**src/rtl/imem_pkg.sv**
```systemverilog
// rtl/imem_pkg.sv - shared types and constants for the instruction-memory arbiter
package imem_pkg;

    typedef enum logic {
        BOOT = 1'b0,
        RUN  = 1'b1
    } imem_state_t;

    localparam logic [31:0] NOP            = 32'h0000_0013;
    localparam int          ADDR_W_DEFAULT = 8;

endpackage

```
**src/rtl/imem_arbiter_if.sv**
```systemverilog
// rtl/imem_arbiter_if.sv - single-port instruction memory bus between arbiter and M9K
interface imem_arbiter_if import imem_pkg::*; #(
    parameter int ADDR_W = ADDR_W_DEFAULT
) ();

    logic [ADDR_W-1:0] mem_addr;
    logic              mem_we;
    logic              mem_re;
    logic [31:0]       mem_wdata;
    logic [31:0]       mem_rdata;

    modport master (
        output mem_addr, mem_we, mem_re, mem_wdata,
        input  mem_rdata
    );

    modport slave (
        input  mem_addr, mem_we, mem_re, mem_wdata,
        output mem_rdata
    );

endinterface

```
**src/rtl/imem_arb_grant.sv**
```systemverilog
// rtl/imem_arb_grant.sv - combinational port grant: fetch priority with a bounded loader window
module imem_arb_grant #(
    parameter int LOAD_BURST = 2,
    parameter int CNT_W      = 2
) (
    input  logic             active,
    input  logic             run,
    input  logic             fetch_req,
    input  logic             load_valid,
    input  logic [CNT_W-1:0] burst_cnt,
    output logic             fetch_gnt,
    output logic             load_gnt
);

    always_comb begin
        fetch_gnt = 1'b0;
        load_gnt  = 1'b0;
        if (active) begin
            if (!run) begin
                load_gnt = load_valid;
            end else if (fetch_req && load_valid) begin
                // Loader keeps the port until it has used its whole window.
                if (burst_cnt == CNT_W'(LOAD_BURST)) begin
                    fetch_gnt = 1'b1;
                end else begin
                    load_gnt = 1'b1;
                end
            end else begin
                fetch_gnt = fetch_req;
                load_gnt  = load_valid;
            end
        end
    end

endmodule

```
**src/rtl/imem_arbiter.sv**
```systemverilog
// rtl/imem_arbiter.sv - boot sequencer and fetch/loader arbiter; IMEM_ARB_RANGE_CHK_EN enables address-range faults
module imem_arbiter import imem_pkg::*; #(
    parameter int ADDR_W     = ADDR_W_DEFAULT,
    parameter int LOAD_BURST = 2
) (
    input  logic          clk,
    input  logic          rst_n,
    input  logic          fetch_req,
    input  logic [31:0]   fetch_addr,
    output logic          fetch_stall,
    output logic          fetch_valid,
    output logic [31:0]   fetch_rdata,
    output logic          fetch_fault,
    input  logic          load_valid,
    input  logic [31:0]   load_addr,
    input  logic [31:0]   load_wdata,
    output logic          load_ready,
    input  logic          load_done,
    output logic          cpu_run,
    imem_arbiter_if.master mem
);

    localparam int CNT_W = $clog2(LOAD_BURST + 1);

    imem_state_t      state;
    logic [CNT_W-1:0] burst_cnt;
    logic             fetch_gnt;
    logic             load_gnt;
    logic             fetch_oor;
    logic             load_oor;
    logic             unused_addr_bits;

    assign unused_addr_bits = ^{fetch_addr[1:0], load_addr[1:0],
                                fetch_addr[31:ADDR_W+2], load_addr[31:ADDR_W+2]};

`ifdef IMEM_ARB_RANGE_CHK_EN
    logic fault_q;
    assign fetch_oor   = |fetch_addr[31:ADDR_W+2];
    assign load_oor    = |load_addr[31:ADDR_W+2];
    assign fetch_fault = fault_q;
`else
    assign fetch_oor   = 1'b0;
    assign load_oor    = 1'b0;
    assign fetch_fault = 1'b0;
`endif

    imem_arb_grant #(
        .LOAD_BURST (LOAD_BURST),
        .CNT_W      (CNT_W)
    ) u_grant (
        .active     (rst_n),
        .run        (state == RUN),
        .fetch_req  (fetch_req),
        .load_valid (load_valid),
        .burst_cnt  (burst_cnt),
        .fetch_gnt  (fetch_gnt),
        .load_gnt   (load_gnt)
    );

    always_ff @(posedge clk) begin
        if (!rst_n) begin
            state       <= BOOT;
            cpu_run     <= 1'b0;
            fetch_valid <= 1'b0;
            burst_cnt   <= '0;
`ifdef IMEM_ARB_RANGE_CHK_EN
            fault_q     <= 1'b0;
`endif
        end else begin
            fetch_valid <= fetch_gnt;
`ifdef IMEM_ARB_RANGE_CHK_EN
            fault_q     <= fetch_gnt & fetch_oor;
`endif
            if (state == BOOT) begin
                burst_cnt <= '0;
                if (load_done) begin
                    state   <= RUN;
                    cpu_run <= 1'b1;
                end
            end else if (fetch_gnt || !fetch_req) begin
                burst_cnt <= '0;
            end else if (load_gnt && burst_cnt != CNT_W'(LOAD_BURST)) begin
                burst_cnt <= burst_cnt + 1'b1;
            end
        end
    end

    // A faulted fetch still signals valid but must never expose stale RAM data.
    assign fetch_rdata   = (fetch_valid && !fetch_fault) ? mem.mem_rdata : NOP;
    assign fetch_stall   = fetch_req & ~fetch_gnt;
    assign load_ready    = load_gnt;
    assign mem.mem_re    = fetch_gnt & ~fetch_oor;
    assign mem.mem_we    = load_gnt & ~load_oor;
    assign mem.mem_addr  = fetch_gnt ? fetch_addr[ADDR_W+1:2] : load_addr[ADDR_W+1:2];
    assign mem.mem_wdata = load_wdata;

endmodule

```
**src/flat_wrapper.sv**
```systemverilog
// flat-port wrapper written by rule: the top's interface ports become plain ports
module imem_arbiter_flat import imem_pkg::*;
#(
    parameter int ADDR_W     = ADDR_W_DEFAULT,
    parameter int LOAD_BURST = 2
)
  (clk, rst_n, fetch_req, fetch_addr, fetch_stall, fetch_valid, fetch_rdata, fetch_fault, load_valid, load_addr, load_wdata, load_ready, load_done, cpu_run, mem_mem_addr, mem_mem_we, mem_mem_re, mem_mem_wdata, mem_mem_rdata);
  imem_arbiter_if #(.ADDR_W(ADDR_W)) mem_i ();
  input  logic clk;
  input  logic rst_n;
  input  logic fetch_req;
  input  logic [31:0] fetch_addr;
  output logic fetch_stall;
  output logic fetch_valid;
  output logic [31:0] fetch_rdata;
  output logic fetch_fault;
  input  logic load_valid;
  input  logic [31:0] load_addr;
  input  logic [31:0] load_wdata;
  output logic load_ready;
  input  logic load_done;
  output logic cpu_run;
  output wire logic [$bits(mem_i.mem_addr)-1:0] mem_mem_addr;
  output wire logic [$bits(mem_i.mem_we)-1:0] mem_mem_we;
  output wire logic [$bits(mem_i.mem_re)-1:0] mem_mem_re;
  output wire logic [$bits(mem_i.mem_wdata)-1:0] mem_mem_wdata;
  input wire logic [$bits(mem_i.mem_rdata)-1:0] mem_mem_rdata;
  assign mem_mem_addr = mem_i.mem_addr;
  assign mem_mem_we = mem_i.mem_we;
  assign mem_mem_re = mem_i.mem_re;
  assign mem_mem_wdata = mem_i.mem_wdata;
  assign mem_i.mem_rdata = mem_mem_rdata;
  imem_arbiter #(.ADDR_W(ADDR_W), .LOAD_BURST(LOAD_BURST)) u_core (.clk(clk), .rst_n(rst_n), .fetch_req(fetch_req), .fetch_addr(fetch_addr), .fetch_stall(fetch_stall), .fetch_valid(fetch_valid), .fetch_rdata(fetch_rdata), .fetch_fault(fetch_fault), .load_valid(load_valid), .load_addr(load_addr), .load_wdata(load_wdata), .load_ready(load_ready), .load_done(load_done), .cpu_run(cpu_run), .mem(mem_i));
endmodule
```
**config.mk**
```make
export PLATFORM = sky130hd
export DESIGN_NAME = imem_arbiter_flat
export DESIGN_NICKNAME = d
export VERILOG_FILES = /design/src/rtl/imem_pkg.sv /design/src/rtl/imem_arbiter_if.sv /design/src/rtl/imem_arb_grant.sv /design/src/rtl/imem_arbiter.sv /design/src/flat_wrapper.sv
export SDC_FILE = /design/constraint.sdc
export NUM_CORES = 1
export LEC_CHECK = 0
export ABC_AREA = 1
export CORE_AREA = 3 3 82 84
export DETAILED_ROUTE_END_ITERATION = 8
export DIE_AREA = 0 0 85 87
export PLACE_DENSITY = 0.7
export SKIP_CTS_REPAIR_TIMING = 1
export SYNTH_ARGS = -nofsm -noshare
export SYNTH_HDL_FRONTEND = slang
export SYNTH_SLANG_ARGS = --single-unit
```
**constraint.sdc**
```tcl
create_clock -name clk -period 2.6 [get_ports clk]
set_input_delay 0.39 -clock clk [delete_from_list [all_inputs] [get_ports clk]]
set_output_delay 0.39 -clock clk [all_outputs]
set_load 0.005 [all_outputs]
```
==> metrics.md, run 1 <==
| Metric | Value |
|---|---|
| H-tree depth | `1` |
| Hold crit path type | `reg2reg` |
| 1st-pass router iterations | `3` |
| Fmax | `0.422 GHz` |
| ANT nets after route | `0` |
| Register area share after synthesis | `0.118` |
| Cell Chain, Critical Path | `clkdlybuf4s50_1, nand2_2, nor2_8, nand2_4, inv_2, clkdlybuf4s50_1` |
| FP Rows | `28` |
| RSZ-0062 raised after global routing | `no` |
| CTS max path bufs | `2` |
| CP arrival | `1.98 ns` |
| Initial antenna violation count | `0` |
| Leak pwr | `0.000938 uW` |
| CP Class | `in2out` |
| Sequential share of power | `0.216` |
| Peak supply drop | `approximately 0.22 mV` |
| Share of layout cells above drive strength 1 | `0.0450` |
| Clock Skews | `0.000199 ns` |
| Hold Slack | `0.411 ns` |
| Critical path capture point type | `output port` |
| Power Density | `228 nW/um2` |
| GRT Total Usage | `0.0666` |
| Pint | `302 uW` |
| Slowest cell on crit path | `clkdlybuf4s50_1` |
| YS warnings | `0` |
| First-pass GRT wire length | `4160 um` |
| Slew Limit Fails | `0` |
| Area Overhead vs Synth | `101%` |
| Worst path most repeated cell | `clkdlybuf4s50_1` |
| Clock latency on the worst-skew pair | `~0.22 ns` |
| Hold Fails Final Rpt | `0` |
| Psw | `87.4 uW` |
| Top cell type by total area after synthesis | `buf_4` |
| Critical Path RT | `approximately 2.2 ns` |
| Via Count | `1053` |
| Fin crit period | `2.37 ns` |
| Clock power frac | `0.361` |
| Area share of the largest cell type after synthesis | `0.300` |
| Starting Density | `0.142` |
| Detailed Place HPWL | `between 2000 and 2500 um` |
| Endpoints failing setup | `0` |
| DR WL/cell | `8.71 um` |
| Max Cap Viol | `0` |
| Largest net degree at the start of global routing | `34` |
| Outcome | `finished, final reports clean` |
| CTS tree | `done` |
| Synth area leaders | `buf_4, nand2_1, inv_1, dfxtp_1, nand3_1` |
| Cell Area, Synth | `851 um2` |
| Die Y | `between 80 and 90 um` |
| DRT Wirelength | `approximately 2600 um` |
| Clock root buffer | `clkbuf_8` |
| Vias per cell | `about 3.5` |
| Synth unique cells | `14` |
| Final layout net count | `between 300 and 400` |
| Clock-pin slew on the worst setup and hold paths | `roughly 0.03 ns` |
| Final GP Congestion | `0.641` |
| Die X | `~85 um` |
| Fillers | `656` |
| Post-Syn Instances | `156` |
| Clock sink count | `5` |
| GRT overflow | `0` |
| Setup TNS | `0 ns` |
| CP max FO | `10` |
| CTS Buf Count | `3` |
| Ports | `212` |
| Die ar. | `7400 um2` |
| ANT cells | `0` |
| Dpl cell area | `1660 um2` |
| Comb power frac | `0.423` |
| Period Utilization, post-route | `0.912` |
| Initial DRC count | `7` |
| Vias in the first global route | `1004` |
| Max incr delay on CP | `between 0.5 and 0.6 ns` |
| Pwr Total | `a little under 400 uW` |
| Worst setup SP type | `primary input` |
| Syn Nets | `290` |
| DRC | `0` |
| Yosys reg bits | `5` |
| Port bufs | `between 90 and 100` |
| Syn avg cell area | `around 5.5 um2` |
| Design area | `1710 um2` |
| Core box area | `5990 um2` |
| Sw frac | `0.224` |
layout make-up:
| cell class | count | area [um2] | share of cell area |
|---|---|---|---|
| repair buffers | 99 | 988 | 0.579 |
| multi-input cells | 74 | 330 | 0.193 |
| inverters | 40 | 150 | 0.0879 |
| flip-flops and latches | 5 | 100 | 0.0586 |
| well taps | 75 | 93.8 | 0.0549 |
| clock buffers | 4 | 45.0 | 0.0264 |
registers in the layout, summed over array words and instances (netlist names):
signal and count:
u_core.burst_cnt 2, u_core.state 1, u_core.cpu_run 1, u_core.fetch_valid 1
per-stage QoR:
step | worst slack [ns] | std cells | utilization
2_1_floorplan | 1.20 | 156 | -
3_3_place_gp | 0.246 | 293 | 0.278
3_5_place_dp | 0.213 | 293 | 0.278
4_1_cts | 0.210 | 297 | 0.285
5_1_grt | 0.124 | 297 | 0.285
6_report | 0.229 | 297 | 0.285
worst max-delay path, delay by kind of cell:
family                 cells  cell delay [ns]
buffers and inverters      3             1.14
and+or+nand+nor            3             0.43
Yosys cell counts (all sizes together):
library cell,n
nor2,5
nand2,55
nand3,11
ha,1
buf,37
dfxtp,5
o21ai,1
inv,40
conb,1
layout by cell type, fill, tap and decap left out, drive strengths merged:
| master | instances |
|---|---|
| conb | 1 |
| inv | 40 |
| clkdlybuf4s50 | 98 |
| nand2 | 55 |
| clkbuf | 4 |
| dfxtp | 5 |
| nand3 | 11 |
| buf | 1 |
| nor2 | 5 |
| o21ai | 1 |
| ha | 1 |
power by group through the flow:
stage               clock network (uW)  registers [uW]  logic, uW
global route                       151            84.6        180
finish                             140            84.0        165
detailed placement                   0            85.1        167
global placement                     0            85.0        165
CTS                                147            84.0        168
floorplan                            0            85.3       79.7
worst paths after layout:
check                      startpoint                   to  slack (ns)  depth (start not counted)
setup / recovery                rst_n           mem_mem_re        0.23                          6
hold / removal    u_core.burst_cnt[0]  u_core.burst_cnt[0]        0.41                          1
setup reg to reg  u_core.burst_cnt[0]  u_core.burst_cnt[1]        1.48                          7
hold reg to reg   u_core.burst_cnt[0]  u_core.burst_cnt[0]        0.41                          1
routing by layer:
metal  track usage  wire [um]  part of all wire
met4        0.0187         12            0.0046
met3        0.0445        482              0.19
met5             0          0                 0
met1        0.0631        957              0.37
met2         0.118       1130              0.44
kinds of logic (layout without fill, tap and decap cells):
family,after synthesis,after routing,share of synthesized area
flops,5,5,0.118
compound gates,1,1,0.00588
simple gates,71,71,0.363
fa+ha+maj,1,1,0.0147
other cells,1,1,0.00441
buf+inv,77,143,0.494
Note: power is estimated with default switching activity, not from simulation.
==> run 2, diff against run 1 <==
HOLD_SLACK_MARGIN = 0.15   (was not set)
==> results of run 2 <==
Same layout as run 1: the final DEF is identical, and so are final timing and power.
